===== config.mk =====
export PLATFORM = sky130hd
export DESIGN_NAME = return_address_stack
export DESIGN_NICKNAME = d
export VERILOG_FILES = /design/src/rtl/return_address_stack.sv
export SDC_FILE = /design/constraint.sdc
export NUM_CORES = 1
export LEC_CHECK = 0
export ABC_AREA = 1
export ABC_CLOCK_PERIOD_IN_PS = 3100
export CAP_MARGIN = 10
export CORE_AREA = 10 10 101 103
export CTS_CLUSTER_DIAMETER = 40
export CTS_CLUSTER_SIZE = 8
export DETAILED_ROUTE_END_ITERATION = 6
export DIE_AREA = 0 0 111 113
export PLACE_DENSITY = 0.76
export SYNTH_ARGS = -nofsm -noshare
export SYNTH_HDL_FRONTEND = slang
export SYNTH_SLANG_ARGS = --single-unit

===== constraint.sdc =====
create_clock -name clk -period 3.1 [get_ports clk]
set_clock_uncertainty 0.05 [all_clocks]
set_input_delay 0.31 -clock clk [delete_from_list [all_inputs] [get_ports clk]]
set_output_delay 0.31 -clock clk [all_outputs]
set_load 0.005 [all_outputs]

===== src/rtl/return_address_stack.sv =====
// Return-address stack feeding the program counter.
// A call pushes the next-sequential PC. The top entry is presented
// combinationally from state on rl, so a return can load it in the same
// cycle that the pop is requested. Storage is a circular buffer, so a push
// onto a full stack overwrites the oldest entry. Overflow and underflow are
// sticky debug flags.
module return_address_stack #(
    parameter int DEPTH = 8,
    parameter int AW    = 10,
    parameter int CW    = $clog2(DEPTH) + 1
) (
    input  logic          clk,
    input  logic          rst_n,
    input  logic          start,
    input  logic          jump2sub,
    input  logic          retFsub,
    input  logic [AW-1:0] npc,
    output logic [AW-1:0] rl,
    output logic          empty,
    output logic          full,
    output logic [CW-1:0] count,
    output logic          ovf,
    output logic          udf
);

    localparam int PW = (DEPTH > 1) ? $clog2(DEPTH) : 1;

    logic [AW-1:0] mem_q [DEPTH];
    logic [AW-1:0] mem_d [DEPTH];
    logic [PW-1:0] tp_q, tp_d;
    logic [CW-1:0] count_q, count_d;
    logic          ovf_q, ovf_d;
    logic          udf_q, udf_d;

    logic [PW-1:0] tp_plus_s;
    logic [PW-1:0] tp_minus_s;
    logic          empty_s;
    logic          full_s;

    // Status decode and wrapping neighbour pointers of the current top.
    always_comb begin
        tp_plus_s  = tp_q + PW'(1);
        tp_minus_s = tp_q - PW'(1);
        empty_s    = (count_q == {CW{1'b0}});
        full_s     = (count_q == CW'(DEPTH));
    end

    // Next-state selection: start clears; otherwise push/pop/replace.
    always_comb begin
        mem_d   = mem_q;
        tp_d    = tp_q;
        count_d = count_q;
        ovf_d   = ovf_q;
        udf_d   = udf_q;
        if (start) begin
            // Entries are left in place; count=0 already hides them from rl.
            tp_d    = {PW{1'b0}};
            count_d = {CW{1'b0}};
            ovf_d   = 1'b0;
            udf_d   = 1'b0;
        end else begin
            case ({jump2sub, retFsub})
                2'b10: begin
                    // Push; when full the slot above the top is the oldest entry.
                    tp_d             = tp_plus_s;
                    mem_d[tp_plus_s] = npc;
                    if (full_s) begin
                        ovf_d = 1'b1;
                    end else begin
                        count_d = count_q + CW'(1);
                    end
                end
                2'b01: begin
                    if (empty_s) begin
                        udf_d = 1'b1;
                    end else begin
                        tp_d    = tp_minus_s;
                        count_d = count_q - CW'(1);
                    end
                end
                2'b11: begin
                    if (empty_s) begin
                        // Nothing to return from: flag it and keep the call.
                        udf_d            = 1'b1;
                        tp_d             = tp_plus_s;
                        mem_d[tp_plus_s] = npc;
                        count_d          = CW'(1);
                    end else begin
                        // Return-then-call collapses to replacing the top.
                        mem_d[tp_q] = npc;
                    end
                end
                default: begin
                    mem_d = mem_q;
                end
            endcase
        end
    end

    // State registers with asynchronous clear, including the storage array.
    always_ff @(posedge clk or negedge rst_n) begin
        if (!rst_n) begin
            for (int i = 0; i < DEPTH; i++) begin
                mem_q[i] <= {AW{1'b0}};
            end
            tp_q    <= {PW{1'b0}};
            count_q <= {CW{1'b0}};
            ovf_q   <= 1'b0;
            udf_q   <= 1'b0;
        end else begin
            mem_q   <= mem_d;
            tp_q    <= tp_d;
            count_q <= count_d;
            ovf_q   <= ovf_d;
            udf_q   <= udf_d;
        end
    end

    // Outputs come from state only; rl reads zero while the stack is empty.
    always_comb begin
        if (empty_s) begin
            rl = {AW{1'b0}};
        end else begin
            rl = mem_q[tp_q];
        end
        empty = empty_s;
        full  = full_s;
        count = count_q;
        ovf   = ovf_q;
        udf   = udf_q;
    end

endmodule

==> impl_metrics.csv, run 1 <==
group,metric,value,unit
run_status,status,"complete, no violations",
worst_setup_path,crit_chain,"inv_2 > nand3_1 > o21ai_1 > nor2_1 > a21oi_1 > clkdlybuf4s50_1",
cts,clkSinkCount,89,
power_and_ir_drop,p_per_area,847,nW/um^2
worst_setup_path,end_kind,"output pin",
cts,cts_setup_buffers,0,
drt,antenna_left,0,
hold_path,holdCritPathClass,"flop to flop",
drt,viasPerCell,5.48,
hold_path,hp-start,"mem_q[74]$_DFFE_PN0P_",
grt,track_usage,0.204,
worst_setup_path,crit_fanout,18,
grt,grt_antenna_before_repair,0,
cts,cts_tree,"built",
drt,drt_iter0_markers,352,
logic_synthesis,synthDistinctLibCells,25,
drt,drc,0,
final_layout,final_area,5280,sq um
worst_setup_path,reg2reg_depth,10,
logic_synthesis,seq_area_frac_synth,0.475,
sta,min_period,2.98,ns
place,hpwlAfterDp,8.78,mm
final_layout,layout-drive-gt1-share,0.0908,
power_and_ir_drop,vdd_drop_max,509,uV
final_layout,mostFrequentLayoutCells,"nand2_1 (355), dfrtp_1 (89), a21oi_1 (36), clkdlybuf4s50_1 (31)",
worst_setup_path,setup.worst_path.start_class,"flop",
power_and_ir_drop,p_sw,1.76,mW
logic_synthesis,synth_area_leader_cell,"dfrtp_1",
floorplanning,row_count,33,
sta,slew_headroom,0.535,
power_and_ir_drop,p_clk_frac,0.179,
floorplanning,ios,33,
cts,clock-root-buffer,"clkbuf_8",
power_and_ir_drop,combPwrFrac,0.373,
cts,cts_buffers,9,
logic_synthesis,netlist_instances,662,
cts,htree_levels,3,
worst_setup_path,arrival,2.62,ns
logic_synthesis,syn_area,4690,sq um
hold_path,whs_path_depth,2,
floorplanning,die_area,12500,sq um
final_layout,nets,709,
grt,gr-total-overflow,0,
run,cap_violations,0,
worst_setup_path,reg2reg_to,"mem_q[75]$_DFFE_PN0P_",
sta,rsz0062_at_grt,"false",
cts,cts_max_path_buffers,2,
power_and_ir_drop,p_seq_frac,0.448,
place,pre_cts_ws,0.587,ns
sta,max_freq,335,MHz
sta,hold_viol,0,
drt,drtPass1Iterations,5,
drt,wl,12.7,mm
final_layout,post-route-util,0.650,
worst_setup_path,r2r-start,"tp_q[1]$_DFFE_PN0P_",
drt,wire_per_inst,15.9,um
sta,final.setup.worst_slack,0.117,ns
cts,path_clk_slew,0.09,ns
logic_synthesis,synth_area_leaders,"dfrtp_1 (47%), nand2_1 (28%), a21oi_1 (3.8%)",
logic_synthesis,avgSynthCellArea,7.08,sq um
worst_setup_path,worstPathRequired,2.74,ns
sta,finalSetupTns,0,ns
final_layout,stdcell_count,799,
drt,vias,4382,
worst_setup_path,reg2reg_setup_slack,0.60,ns
sta,period_share,0.962,
power_and_ir_drop,switching_share,0.394,
power_and_ir_drop,p_leak,2.78,nW
cts,clock_latency,0.36,ns
sta,setup_viol,0,
logic_synthesis,yosys_warnings,0,
floorplanning,die_w,111,um
worst_setup_path,cp-startpoint,"tp_q[1]$_DFFE_PN0P_",
worst_setup_path,critPathKind,"flop to output pin",
place,placedCellCount,783,
floorplanning,core_area,8130,sq um
sta,tightest_slew,0.697,ns
hold_path,min_to,"mem_q[74]$_DFFE_PN0P_",
grt,grt_pass1_vias,4310,
final_layout,syn_to_final_growth,12.7,%
logic_synthesis,ys_ff_latch,89,
worst_setup_path,cpPeakStageDelay,0.54,ns
worst_setup_path,crit_slowest_cell,"clkdlybuf4s50_1",
logic_synthesis,synth_nets,681,
logic_synthesis,synth_top_area_frac,0.475,
grt,grt_first_pass_wirelength,21.1,mm
floorplanning,die_y,113,um
place,io_buffers,32,
final_layout,antenna_cells,0,
floorplanning,initial_core_util,0.577,
power_and_ir_drop,power.internal,2.71,mW
sta,maxSlewViolCount,0,
grt,grt_start_max_net_pins,45,
place,dpl-instance-area,5080,sq um
place,gp_congestion,0.909,
final_layout,final_common_cell,"nand2_1",
sequential cells by signal, summed over array words and instances, names as in the netlist:
name,cells
count,4
mem_q,80
ovf,1
tp_q,3
udf,1
through the flow:
step,hold WS [ns],power (mW)
floorplan,-0.0356,3.05
global placement,0.300,3.60
detailed placement,0.307,3.68
CTS,0.430,4.48
global route,0.446,4.84
finish,0.431,4.48
what timing repair did:
item                                   in CTS  in global routing
endpoints found under the hold margin      42                  0
gates resized for setup                     0                  0
hold buffers                                1                  0
power groups by stage:
stage	clock (mW)	combinational, mW	sequential, mW
after floorplan	0	1.12	1.93
after global placement	0	1.61	1.99
after detailed placement	0	1.66	2.02
after CTS	0.814	1.67	2.00
after global routing	0.856	1.92	2.06
final	0.801	1.67	2.00
worst max path at each step:
stage | to | slack, ns | depth (start not counted)
floorplan | mem_q[60]$_DFFE_PN0P_ | 0.99 | 11
global placement | rl[8] | 0.64 | 6
detailed placement | rl[0] | 0.59 | 6
CTS | rl[0] | 0.18 | 6
global route | rl[3] | 0.001 | 6
finish | rl[0] | 0.12 | 6
logic make-up (layout without fill, tap and decap cells):
group / count (synthesis) / in the layout / share of synthesized area
adder cells (fa/ha/maj): 4 / 4 / 0.0107
XOR/XNOR: 1 / 1 / 0.00187
flip-flops: 89 / 89 / 0.475
buffers and inverters: 80 / 112 / 0.0736
AND/OR/NAND/NOR: 411 / 411 / 0.355
AO/OA/AOI/OAI: 77 / 77 / 0.0835
final cells by class:
class                      instances  area [sq um]
sequential                        89          2230
fill                             740          2850
inverter                          51           191
tap                              105           131
timing repair buffer              46           425
clock inverter                     6          67.6
clock buffer                       9           124
multi-input combinational        493          2120
Yosys cell counts, drive strengths merged:
master,count
a21oi,36
buf,26
clkbuf,3
clkinv,2
dfrtp,89
ha,4
inv,49
nand2,358
nand3,16
nand3b,1
nand4,1
nor2,27
nor3,8
o21a,1
o21ai,40
xor2,1
per-layer routing:
metal | global-route usage | part of all wire | wire [um] | vias to the layer above
met3 | 0.0491 | 0.081 | 1030 | 32
met1 | 0.256 | 0.43 | 5410 | 2078
met5 | 0 | 0 | 0 | -
li1 | - | - | - | 2095
met2 | 0.333 | 0.46 | 5880 | 177
met4 | 0.0825 | 0.028 | 355 | 0
critical path, delay by kind of cell, from the launching register on:
family                 cells  cell delay [ns]
flip-flops                 1             0.39
AO/OA/AOI/OAI              2             0.43
buffers and inverters      2             0.89
AND/OR/NAND/NOR            2             0.54
Note: power is estimated with default switching activity, not from simulation.
==> inputs of run 2 (changes only) <==
--- a/config.mk
+++ b/config.mk
@@ -14,6 +14,7 @@
 export DETAILED_ROUTE_END_ITERATION = 6
 export DIE_AREA = 0 0 111 113
 export PLACE_DENSITY = 0.76
+export SLEW_MARGIN = 20
 export SYNTH_ARGS = -nofsm -noshare
 export SYNTH_HDL_FRONTEND = slang
 export SYNTH_SLANG_ARGS = --single-unit
==> results of run 2 <==
No change in the layout: final DEF, timing and power equal those of run 1.
==> inputs of run 3 (changes only) <==
--- a/config.mk
+++ b/config.mk
@@ -8,12 +8,13 @@
 export ABC_AREA = 1
 export ABC_CLOCK_PERIOD_IN_PS = 3100
 export CAP_MARGIN = 10
-export CORE_AREA = 10 10 101 103
+export CORE_AREA = 10 10 137 139
 export CTS_CLUSTER_DIAMETER = 40
 export CTS_CLUSTER_SIZE = 8
 export DETAILED_ROUTE_END_ITERATION = 6
-export DIE_AREA = 0 0 111 113
-export PLACE_DENSITY = 0.76
+export DIE_AREA = 0 0 147 149
+export PLACE_DENSITY = 0.44
+export RECOVER_POWER = 50
 export SLEW_MARGIN = 20
 export SYNTH_ARGS = -nofsm -noshare
 export SYNTH_HDL_FRONTEND = slang
==> run 3 against run 2 <==
Effect of this change: the flow now finishes with violations (max-capacitance violations, max-slew violations); global-route usage fell by 6.9 points; routed wire length rose by 13%; power rose by 5.8%; critical path type unchanged; count of clock-buffer cells in the layout rose by 5; flip-flop and latch count did not move.
==> impl_metrics.csv, run 3 (synthesized netlist as in run 1, its figures left out) <==
group,metric,value,unit
power_and_ir_drop,vdd_drop_max,305,uV
sta,final.setup.worst_slack,0.241,ns
final_layout,post-route-util,0.339,
worst_setup_path,setup.worst_path.start_class,"flop",
floorplanning,initial_core_util,0.290,
sta,maxSlewViolCount,61,
grt,track_usage,0.136,
worst_setup_path,end_kind,"output pin",
final_layout,final_common_cell,"nand2_1",
cts,cts_setup_buffers,0,
grt,grt_first_pass_wirelength,23.1,mm
sta,finalSetupTns,0,ns
floorplanning,die_y,149,um
worst_setup_path,crit_fanout,30,
power_and_ir_drop,switching_share,0.382,
place,placedCellCount,897,
cts,clock-root-buffer,"clkbuf_16",
grt,gr-total-overflow,0,
place,pre_cts_ws,0.506,ns
drt,drtPass1Iterations,4,
final_layout,layout-drive-gt1-share,0.0837,
place,hpwlAfterDp,10.3,mm
sta,max_freq,350,MHz
cts,cts_buffers,9,
worst_setup_path,reg2reg_depth,10,
drt,wire_per_inst,15.7,um
run_status,violations,"max-capacitance violations, max-slew violations",
power_and_ir_drop,power.internal,2.93,mW
sta,min_period,2.86,ns
run_status,status,"finished with violations",
place,gp_congestion,0.813,
grt,grt_pass1_vias,4119,
floorplanning,die_w,147,um
sta,tightest_slew,1.62,ns
floorplanning,die_area,21900,sq um
power_and_ir_drop,p_per_area,862,nW/um^2
drt,drt_iter0_markers,247,
sta,period_share,0.922,
cts,htree_levels,3,
floorplanning,core_area,16200,sq um
cts,cts_tree,"built",
cts,clkSinkCount,89,
sta,hold_viol,0,
cts,path_clk_slew,0.06,ns
power_and_ir_drop,p_clk_frac,0.221,
drt,vias,4187,
grt,grt_start_max_net_pins,61,
sta,hold_slack,0.322,ns
run,cap_violations,1,
final_layout,fillCellCount,1739,
sta,slew_headroom,-0.0811,
power_and_ir_drop,p_leak,2.82,nW
drt,wl,14.3,mm
power_and_ir_drop,combPwrFrac,0.352,
final_layout,largest_register,"mem_q",
cts,clock_latency,0.35,ns
final_layout,antenna_cells,0,
grt,grt_antenna_before_repair,0,
place,io_buffers,32,
drt,drc,0,
final_layout,stdcell_count,913,
final_layout,mostFrequentLayoutCells,"nand2_1 (355), dfrtp_1 (89), a21oi_1 (36), inv_1 (31), o21ai_1 (30)",
power_and_ir_drop,p_total,4.73,mW
final_layout,nets,707,
hold_path,holdCritPathClass,"primary input to asynchronous set/reset pin",
worst_setup_path,worstPathRequired,2.74,ns
place,dpl-instance-area,5220,sq um
cts,cts_max_path_buffers,2,
worst_setup_path,critPathKind,"flop to output pin",
power_and_ir_drop,p_sw,1.81,mW
final_layout,largest_reg_flops,80,
final_layout,final_area,5490,sq um
drt,viasPerCell,4.59,
sta,setup_viol,0,
floorplanning,row_count,47,
sta,rsz0062_at_grt,"false",
drt,antenna_left,0,
worst_setup_path,arrival,2.50,ns
power_and_ir_drop,p_seq_frac,0.428,
floorplanning,ios,33,
final_layout,syn_to_final_growth,17.1,%
==> run 3: changes by cell type in the layout (fill, tap and decap cells not counted), sizes merged <==
cell	delta
clkbuf	+8
clkdlybuf4s50	-8
dlygate4sd3	+7
buf	-4
inv	-2
bufinv	-1
clkinvlp	-1
==> run 3: worst paths after layout <==
check	from	end	slack, ns
worst max-delay path	tp_q[0]$_DFFE_PN0P_	rl[4]	0.24
worst min-delay path	rst_n	count[1]$_DFFE_PN0P_	0.32
worst max register to register	tp_q[0]$_DFFE_PN0P_	mem_q[38]$_DFFE_PN0P_	0.54
worst min register to register	mem_q[26]$_DFFE_PN0P_	mem_q[26]$_DFFE_PN0P_	0.42
max in group asynchronous	rst_n	mem_q[64]$_DFFE_PN0P_	1.21
min in group clk	mem_q[26]$_DFFE_PN0P_	mem_q[26]$_DFFE_PN0P_	0.42
==> run 3: layer usage <==
metal / GRT usage / routed length [um] / vias to the layer above
li1: - / - / 2100
met1: 0.175 / 6710 / 1993
met2: 0.224 / 6790 / 76
met3: 0.0237 / 582 / 18
met4: 0.0505 / 257 / 0
met5: 0 / 0 / -
==> run 3: layout make-up <==
cell class | instances | area [sq um] | area share
Timing Repair Buffer | 44 | 398 | 0.0725
Tap cell | 220 | 275 | 0.0501
Multi-Input combinational cell | 493 | 2120 | 0.387
Inverter | 51 | 191 | 0.0349
Clock buffer | 14 | 264 | 0.0481
Sequential cell | 89 | 2230 | 0.406
Clock inverter | 2 | 12.5 | 0.00228
==> run 3: repair_timing <==
action | CTS | global route
gates resized for setup | 0 | 1
setup endpoints to repair | 0 | 1
hold buffers | 0 | 0
==> run 3: worst max-delay path, cell delays in order (launching register included) <==
cell	delay, ns
dfrtp_1	0.38
buf_4	0.26
nor3_2	0.45
nand2_1	0.10
nand2_1	0.10
nor2_1	0.05
a21oi_1	0.21
clkdlybuf4s50_1	0.58
==> run 3: power by group through the flow <==
stage / combinational (mW) / clock, mW / sequential, mW
after CTS: 1.70 / 1.08 / 2.03
final: 1.66 / 1.05 / 2.02
after detailed placement: 1.70 / 0 / 2.04
after global placement: 1.68 / 0 / 2.04
after floorplan: 1.12 / 0 / 1.93
after global routing: 1.92 / 1.13 / 2.09
